`config.mk`:
```
export PLATFORM = sky130hd
export DESIGN_NAME = mem_access_stage
export DESIGN_NICKNAME = d
export VERILOG_FILES = /design/src/rtl/mem_access_stage_pkg.sv /design/src/rtl/mem_access_stage_align.sv /design/src/rtl/mem_access_stage.sv
export SDC_FILE = /design/constraint.sdc
export NUM_CORES = 1
export LEC_CHECK = 0
export ABC_AREA = 0
export BUFFER_PORTS_ARGS = -buffer_cell sky130_fd_sc_hd__buf_2
export CORE_MARGIN = 1.5
export CORE_UTILIZATION = 40
export DETAILED_ROUTE_END_ITERATION = 12
export GPL_ROUTABILITY_DRIVEN = 1
export PLACE_DENSITY_LB_ADDON = 0.3
export SETUP_SLACK_MARGIN = 0.1
export SLEW_MARGIN = 10
export SYNTH_ARGS = -nofsm -noshare
export SYNTH_HDL_FRONTEND = slang
export SYNTH_SLANG_ARGS = --single-unit
```
`constraint.sdc`:
```
create_clock -name clk_i -period 4.95 [get_ports clk_i]
set_input_delay 0.99 -clock clk_i [delete_from_list [all_inputs] [get_ports clk_i]]
set_output_delay 0.99 -clock clk_i [all_outputs]
set_load 0.005 [all_outputs]
```
`src/rtl/mem_access_stage_pkg.sv`:
```
// Shared encodings for the memory access stage: load/store op codes,
// FSM state encoding, datapath width and small decode helpers.
package mem_access_stage_pkg;

   localparam int XLEN        = 32;
   localparam int LOAD_WIDTH  = 3;
   localparam int STORE_WIDTH = 2;

   typedef enum logic [LOAD_WIDTH-1:0] {
      LD_NONE = 3'd0,
      LD_LB   = 3'd1,
      LD_LH   = 3'd2,
      LD_LW   = 3'd3,
      LD_LBU  = 3'd4,
      LD_LHU  = 3'd5
   } load_op_e;

   typedef enum logic [STORE_WIDTH-1:0] {
      ST_NONE = 2'd0,
      ST_SB   = 2'd1,
      ST_SH   = 2'd2,
      ST_SW   = 2'd3
   } store_op_e;

   typedef enum logic [1:0] {
      S_IDLE = 2'd0,
      S_REQ  = 2'd1,
      S_WAIT = 2'd2,
      S_DONE = 2'd3
   } state_e;

   // Codes 6 and 7 decode as no load.
   function automatic logic is_load(input logic [LOAD_WIDTH-1:0] op);
      return (op != LD_NONE) && (op <= LD_LHU);
   endfunction

   // Halfword ops need addr[0]=0, word ops need addr[1:0]=0. Load wins over store.
   function automatic logic is_misaligned(input logic [LOAD_WIDTH-1:0]  ld_op,
                                          input logic [STORE_WIDTH-1:0] st_op,
                                          input logic [1:0]             lane);
      logic mis;
      mis = 1'b0;
      if (is_load(ld_op)) begin
         if (ld_op == LD_LH || ld_op == LD_LHU) mis = lane[0];
         else if (ld_op == LD_LW)               mis = (lane != 2'b00);
      end else begin
         if (st_op == ST_SH)      mis = lane[0];
         else if (st_op == ST_SW) mis = (lane != 2'b00);
      end
      return mis;
   endfunction

endpackage

```
`src/rtl/mem_access_stage_align.sv`:
```
// Byte-lane helper: store lane replication and strobes, plus load lane
// extraction with sign/zero extension. Purely combinational.
module mem_access_stage_align
   import mem_access_stage_pkg::*;
#(
   parameter int XLEN = mem_access_stage_pkg::XLEN
) (
   input  logic [STORE_WIDTH-1:0] st_op_i,
   input  logic [1:0]             st_lane_i,
   input  logic [XLEN-1:0]        st_data_i,
   input  logic [LOAD_WIDTH-1:0]  ld_op_i,
   input  logic [1:0]             ld_lane_i,
   input  logic [XLEN-1:0]        rdata_i,
   output logic [XLEN-1:0]        wdata_o,
   output logic [3:0]             wstrb_o,
   output logic [XLEN-1:0]        ldata_o
);

   function automatic logic [XLEN-1:0] ext_byte(input logic signed [7:0] b, input logic sgn);
      logic signed [XLEN-1:0] s;
      s = XLEN'(b);
      return sgn ? s : {{(XLEN-8){1'b0}}, b};
   endfunction

   function automatic logic [XLEN-1:0] ext_half(input logic signed [15:0] h, input logic sgn);
      logic signed [XLEN-1:0] s;
      s = XLEN'(h);
      return sgn ? s : {{(XLEN-16){1'b0}}, h};
   endfunction

   logic [XLEN-1:0] sh;

   // Store side: replicate the written lane across the word and select strobes.
   always_comb begin
      wdata_o = '0;
      wstrb_o = 4'b0000;
      case (st_op_i)
         ST_SB: begin
            wdata_o = {(XLEN/8){st_data_i[7:0]}};
            wstrb_o = 4'b0001 << st_lane_i;
         end
         ST_SH: begin
            wdata_o = {(XLEN/16){st_data_i[15:0]}};
            wstrb_o = 4'b0011 << {st_lane_i[1], 1'b0};
         end
         ST_SW: begin
            wdata_o = st_data_i;
            wstrb_o = 4'b1111;
         end
         default: ;
      endcase
   end

   // Load side: shift the addressed lane down, then extend to full width.
   always_comb begin
      sh      = rdata_i >> {ld_lane_i, 3'b000};
      ldata_o = '0;
      case (ld_op_i)
         LD_LB:   ldata_o = ext_byte(sh[7:0], 1'b1);
         LD_LBU:  ldata_o = ext_byte(sh[7:0], 1'b0);
         LD_LH:   ldata_o = ext_half(sh[15:0], 1'b1);
         LD_LHU:  ldata_o = ext_half(sh[15:0], 1'b0);
         LD_LW:   ldata_o = sh;
         default: ldata_o = '0;
      endcase
   end

endmodule

```
`src/rtl/mem_access_stage.sv`:
```
// Memory access stage: runs ED_* loads/stores over a valid/ready data-memory
// port, stalls upstream while an access is in flight and registers the
// aligned load result for writeback.
// Optional build macro MEM_TIMEOUT_EN adds a REQ/WAIT watchdog (M_err_o).
module mem_access_stage
   import mem_access_stage_pkg::*;
#(
   parameter int XLEN           = mem_access_stage_pkg::XLEN,
   parameter int TIMEOUT_CYCLES = 255
) (
   input  logic                   clk_i,
   input  logic                   rst,
   input  logic [LOAD_WIDTH-1:0]  ED_load_op_i,
   input  logic [STORE_WIDTH-1:0] ED_store_op_i,
   input  logic [XLEN-1:0]        ED_valE_i,
   input  logic [XLEN-1:0]        ED_rs2_data_i,
   output logic                   M_stall_o,
   output logic [XLEN-1:0]        M_valM_o,
   output logic                   M_misalign_o,
   output logic                   M_err_o,
   output logic                   dmem_req_valid_o,
   input  logic                   dmem_req_ready_i,
   output logic                   dmem_we_o,
   output logic [XLEN-1:0]        dmem_addr_o,
   output logic [XLEN-1:0]        dmem_wdata_o,
   output logic [3:0]             dmem_wstrb_o,
   input  logic                   dmem_resp_valid_i,
   input  logic [XLEN-1:0]        dmem_resp_data_i
);

   if (TIMEOUT_CYCLES < 1) begin : g_bad_timeout
      $error("TIMEOUT_CYCLES must be at least 1");
   end

   state_e                  state_q;
   logic                    req_valid_q;
   logic                    we_q;
   logic [XLEN-1:0]         addr_q;
   logic [XLEN-1:0]         wdata_q;
   logic [3:0]              wstrb_q;
   logic [LOAD_WIDTH-1:0]   ld_op_q;
   logic [1:0]              lane_q;
   logic [XLEN-1:0]         valm_q;
   logic                    misalign_q;

   logic                    ed_is_ld;
   logic                    mem_op;
   logic                    ed_mis;
   logic [STORE_WIDTH-1:0]  st_op_eff;
   logic [XLEN-1:0]         wdata_c;
   logic [3:0]              wstrb_c;
   logic [XLEN-1:0]         ldata_c;

`ifdef MEM_TIMEOUT_EN
   localparam int CNT_W = $clog2(TIMEOUT_CYCLES + 1);
   logic [CNT_W-1:0]        cnt_q;
   logic                    err_q;
`endif

   assign ed_is_ld  = is_load(ED_load_op_i);
   assign mem_op    = ed_is_ld || (ED_store_op_i != ST_NONE);
   assign ed_mis    = is_misaligned(ED_load_op_i, ED_store_op_i, ED_valE_i[1:0]);
   // A load shadows any simultaneous store code.
   assign st_op_eff = ed_is_ld ? ST_NONE : ED_store_op_i;

   mem_access_stage_align #(.XLEN(XLEN)) u_align (
      .st_op_i   (st_op_eff),
      .st_lane_i (ED_valE_i[1:0]),
      .st_data_i (ED_rs2_data_i),
      .ld_op_i   (ld_op_q),
      .ld_lane_i (lane_q),
      .rdata_i   (dmem_resp_data_i),
      .wdata_o   (wdata_c),
      .wstrb_o   (wstrb_c),
      .ldata_o   (ldata_c)
   );

   // Access FSM: launch request, await acceptance, await response, present result.
   always_ff @(posedge clk_i) begin
      if (rst) begin
         state_q     <= S_IDLE;
         req_valid_q <= 1'b0;
         we_q        <= 1'b0;
         addr_q      <= '0;
         wdata_q     <= '0;
         wstrb_q     <= 4'b0000;
         ld_op_q     <= LD_NONE;
         lane_q      <= 2'b00;
         valm_q      <= '0;
         misalign_q  <= 1'b0;
`ifdef MEM_TIMEOUT_EN
         cnt_q       <= '0;
         err_q       <= 1'b0;
`endif
      end else begin
         misalign_q <= 1'b0;
`ifdef MEM_TIMEOUT_EN
         err_q      <= 1'b0;
`endif
         case (state_q)
            S_IDLE: begin
               if (mem_op) begin
                  if (ed_mis) begin
                     misalign_q <= 1'b1;
                     valm_q     <= '0;
                     state_q    <= S_DONE;
                  end else begin
                     req_valid_q <= 1'b1;
                     we_q        <= !ed_is_ld;
                     addr_q      <= {ED_valE_i[XLEN-1:2], 2'b00};
                     wdata_q     <= wdata_c;
                     wstrb_q     <= wstrb_c;
                     ld_op_q     <= ed_is_ld ? ED_load_op_i : LD_NONE;
                     lane_q      <= ED_valE_i[1:0];
                     state_q     <= S_REQ;
                  end
               end
            end
            S_REQ: begin
               if (dmem_req_ready_i) begin
                  req_valid_q <= 1'b0;
                  state_q     <= S_WAIT;
               end
            end
            S_WAIT: begin
               if (dmem_resp_valid_i) begin
                  valm_q  <= we_q ? '0 : ldata_c;
                  state_q <= S_DONE;
               end
            end
            default: state_q <= S_IDLE;
         endcase
`ifdef MEM_TIMEOUT_EN
         if (state_q == S_REQ || state_q == S_WAIT) begin
            if (cnt_q == CNT_W'(TIMEOUT_CYCLES - 1) &&
                !(state_q == S_WAIT && dmem_resp_valid_i)) begin
               req_valid_q <= 1'b0;
               err_q       <= 1'b1;
               valm_q      <= '0;
               state_q     <= S_DONE;
               cnt_q       <= '0;
            end else begin
               cnt_q <= cnt_q + 1'b1;
            end
         end else begin
            cnt_q <= '0;
         end
`endif
      end
   end

   assign M_stall_o        = mem_op && (state_q != S_DONE);
   assign M_valM_o         = valm_q;
   assign M_misalign_o     = misalign_q;
   assign dmem_req_valid_o = req_valid_q;
   assign dmem_we_o        = we_q;
   assign dmem_addr_o      = addr_q;
   assign dmem_wdata_o     = wdata_q;
   assign dmem_wstrb_o     = wstrb_q;
`ifdef MEM_TIMEOUT_EN
   assign M_err_o          = err_q;
`else
   assign M_err_o          = 1'b0;
`endif

endmodule

```
* After elaboration in Yosys (flattened, before gate mapping)
Index checks and enable logic that the tools add are counted.
Widths: inputs -> output; s select.
** Word-level totals
- Bits in registers :: 108
- Logic and storage cells :: 79
** Cells by class
- Magnitude comparators :: 1
- Equal/unequal tests :: 21
- Shift operators :: 3
- Muxes and demuxes :: 25
- Bitwise gates (word level) :: 3
- Reduce and logical (&&, ||, !) cells :: 16
** Operators with widths (number)
- $pmux 32 s5 :: 1
- $mux 32 :: 4
- $pmux 32 s3 :: 1
- $pmux 32 s2 :: 1
- $shr 32x5->32 :: 1
- $eq 3x2->1 const B :: 4
- $ne 2x2->1 const B :: 6
- $pmux 4 s3 :: 1
- $eq 2x2->1 const B :: 5
- $mux 2 :: 5
- $eq 3x3->1 const B :: 3
- $mux 1 :: 9
- $reduce_and 4->1 :: 2
- $reduce_bool 2->1 :: 4
- $pmux 2 s3 :: 1
- $reduce_and 3->1 :: 2
- $eq 2x1->1 const B :: 2
- $shl 1x2->4 const A :: 1
- $shl 2x2->4 const A :: 1
- $eq 3x1->1 const B :: 1
- $le 3x3->1 const B :: 1
- $mux 3 :: 1
- $not 1->1 :: 3
- $reduce_bool 3->1 :: 1
- other kinds (6) :: 8

* Longest topological paths before layout
- Depth in word-level cells :: 7
- Mapped depth :: 8
- Depth with buffers taken out :: 6

* By module
Synthesis repeated with hierarchy kept, for this count alone.
** Unflattened totals
- Cells, all modules :: 682
- Area, all modules :: 5467.7 um^2
** By module, submodules not included
- mem_access_stage :: times used 1, cells an instance 503, area each 4092.7 um^2, sequential area each 2162.1 um^2
- mem_access_stage_align :: times used 1, cells an instance 179, area each 1375.1 um^2, sequential area each 0.0 um^2

* Least setup slack after synthesis
Ideal clock, no wire load.
- Kind :: input to output
- Start :: in ED_load_op_i[2]
- End :: out M_stall_o
- Arrival time :: 1.652 ns
- Data required time :: 3.960 ns
- Slack :: 2.308 ns
- Stages on the path :: 4
- Path buffers :: 1
- Path through :: and2_1 or2_1 buf_2 a21oi_1
** Between the ends
- Cells in the longest elaborated chain, start to end :: 4
- Elaborated cells between the ends (all ways) :: 5
- Classes of those cells :: order compare: 1; reduce/logical: 4
** Ends and longest elaborated chain
- from (decl) :: RTL line mem_access_stage.sv:13 : input logic [LOAD_WIDTH-1:0] ED_load_op_i,
- $le 3x3->1 or $reduce_bool 3->1 (tied branches) :: RTL line mem_access_stage_pkg.sv:34 : return (op != LD_NONE) && (op <= LD_LHU);
- $logic_and 1x1->1 * :: RTL line mem_access_stage_pkg.sv:34
- $logic_or 1x1->1 * :: RTL line mem_access_stage.sv:61 : assign mem_op = ed_is_ld || (ED_store_op_i != ST_NONE);
- $logic_and 1x1->1 * :: RTL line mem_access_stage.sv:152 : assign M_stall_o = mem_op && (state_q != S_DONE);
- to (decl) :: RTL line mem_access_stage.sv:17 : output logic M_stall_o,
Mark *: on every way between the ends. The rest lies on a longest branch, timed or not.

* Worst setup path after layout
- Start :: in ED_load_op_i[1]
- End :: out M_stall_o
Same word-level chain as after synthesis.

==> metrics <==
IO buf count=206; most instantiated library cell after synthesis=dfxtp_1; vias in the first global route=4619; Setup Fix Bufs, Post-CTS=0; io pins=210; total of max-cap violations=0; DP HPWL=between 10000 and 15000 um; Setup crit start=ED_load_op_i[1]; FFs w/ async S/R, synth=0%; share of layout cells above drive strength 1=32.2%; FMAX=about 330 MHz; initial drt markers=around 240; post-layout min period=3.00 ns; root buf cell=clkbuf_16; worst reg-to-reg setup slack=2.40 ns; RR Endpoint=M_valM_o[27]; DRC viols=0; Rows=40; final hold vios=0; post-DR wirelength/cell=roughly 16 um; first-pass GRT wire length=22500 um; HP Class=reg -> reg; Reg2Reg Depth=5; Worst Skew=0.00511 ns; top cell type's share of synthesized area=between 40% and 50%; Post-synth top cells=dfxtp_1 (108), nand2_1 (82), a21oi_1 (75); Placed Instances=923; total global-route track usage=21.5%; Critical Path Fanout Max=7; die width=115 um; # H-tree levels=3; register area share after synthesis=42.8%; run status=finished, final reports clean; DIE HEIGHT=115 um; Starting Density=41.5%; Via density=5.30; Yosys top cell by area=dfxtp_1; Critical Path End=M_stall_o; Slew HR=19.9%; synth top area cells=dfxtp_1 (43%), a21oi_1 (7.4%), nand2_1 (6.1%), nor2_1 (4.0%), a22oi_1 (3.7%); Layout Nets=876; Yosys warnings=0; remaining global-route overflow=0; filler cell count=1160; clk buf depth=2; final setup TNS=0 ns; Placeable Area=12200 um2; Cell Count, Final, Fillers Out=around 940; #FFs+latches synth=108; Pins Over Slew Limit=0; RSZ-0062 raised after global routing=no; Crit path arrival time=roughly 2 ns; clock slew at reported path FFs=0.07 ns; Synth Cell Area=5050 um2; maximum VDD drop=about 230 uV; vias=4981; Post-synth EDFFs=0; DRT Pass-1 Iters=5; crit end category=primary output; total CTS buffers=9; Post-Route WL=14600 um; Startpoint Class=input port; CTS tree=built; leak pwr=just under 0.003 uW; Sink Count=between 100 and 150; Diodes inserted=0; GP Congestion=between 0.8 and 0.9; Post-Synthesis Cells=592; fin crit share=60.5%; FF-to-FF Start=lane_q[1]; post-CTS sizing=0; die area=13300 um2; slew at the pin closest to its max-slew limit=approximately 1.2 ns; largest net degree at the start of global routing=between 60 and 70; count of cell types in the netlist=52; Synth Area per Inst=8.53 um2; critical path type=in -> out; Detail Route Antenna Nets=0; Area Overhead vs Synth=26.9%; PD cells=between 400 and 500 nW/um2; initial antenna violation count=0; Top FF cell, synth=dfxtp_1; cts hold-fix bufs=0; final setup vio count=0; clock latency on the worst-skew pair=about 0.35 ns; worst path required time=3.96 ns
-- metrics by stage --
| step | utilization [%] | worst slack [ns] | area [um2] | power (uW) | hold WS (ns) |
|---|---|---|---|---|---|
| finish | 52.7 | 1.96 | 6410 | 2720 | 0.452 |
| global route | 52.7 | 1.73 | 6410 | 2910 | 0.472 |
| CTS | 52.7 | 1.96 | 6410 | 2750 | 0.454 |
| detailed placement | 50.1 | 1.65 | 6090 | 1990 | 0.443 |
| global placement | 50.1 | 1.79 | 6090 | 1960 | 0.438 |
| floorplan | - | 2.31 | 5060 | 1730 | 0.448 |
-- state kept, by name, indices dropped and copies added, names as in the netlist --
| register | flops |
|---|---|
| dmem_wdata_o | 32 |
| lane_q | 2 |
| M_valM_o | 32 |
| dmem_wstrb_o | 4 |
| dmem_we_o | 1 |
| dmem_req_valid_o | 1 |
| dmem_addr_o | 30 |
| state_q | 2 |
| ld_op_q | 3 |
| M_misalign_o | 1 |
-- power by group --
| group | switching (uW) | leakage, uW | internal [uW] |
|---|---|---|---|
| Sequential | 86.9 | 0.000879 | 999 |
| Combinational | 528 | 0.00191 | 354 |
| Clock | 329 | 0.000154 | 426 |
-- layout make-up --
type,count,area [um2],share of cell area (%)
multi-input cells,429,2620,40.9
flip-flops and latches,108,2160,33.7
well taps,168,210,3.28
clock inverters,5,66.3,1.03
inverters,6,22.5,0.351
clock buffers,11,253,3.94
repair buffers,212,1080,16.8
-- how the worst min path moves through the flow --
stage | from | to | slack, ns | cells past startpoint
6_report | dmem_addr_o[17] | dmem_addr_o[17] | 0.45 | 2
5_1_grt | dmem_wdata_o[15] | dmem_wdata_o[15] | 0.47 | 2
2_1_floorplan | dmem_wdata_o[15] | dmem_wdata_o[15] | 0.45 | 2
4_1_cts | dmem_addr_o[6] | dmem_addr_o[6] | 0.45 | 2
3_3_place_gp | dmem_addr_o[9] | dmem_addr_o[9] | 0.44 | 2
3_5_place_dp | M_valM_o[19] | M_valM_o[19] | 0.44 | 1
-- metal layers --
layer / vias to the layer above / global-route usage [%] / wire length [um]
met5: - / 0 / 0
met1: 2339 / 27.9 / 6360
met2: 160 / 35.7 / 7160
met3: 26 / 3.69 / 782
met4: 0 / 8.40 / 320
li1: 2456 / - / -
-- worst max-delay path, cell delays in order --
cell and delay, ns:
buf_2 0.14, nor3_2 0.32, or2_1 0.30, a21oi_1 0.10
buf_2 0.15
-- cell usage in the layout, fill, tap and decap left out, types with 3 or more instances in the layout --
cell type / instances
a32oi_1: 3
a22o_1: 20
buf_4: 6
a211oi_1: 22
mux2_2: 9
nor2b_1: 21
inv_1: 6
nor2_1: 54
clkbuf_16: 9
o21ai_0: 11
conb_1: 3
a21oi_1: 75
ha_1: 5
a22oi_1: 25
nand3b_1: 5
o2bb2ai_1: 18
nand2_1: 82
dfxtp_1: 108
mux2i_1: 17
a21o_1: 20
nand3_1: 5
buf_2: 206
nand4b_1: 3
-- cells by family after synthesis --
kind of cell | Yosys count | share of synthesized area [%]
fa+ha+maj | 5 | 1.24
compound gates | 207 | 27.8
mux | 26 | 5.37
flops | 108 | 42.8
buf+inv | 57 | 5.52
other cells | 1 | 0.0742
simple gates | 188 | 17.2
No activity file was read; power rests on OpenSTA's default activity.
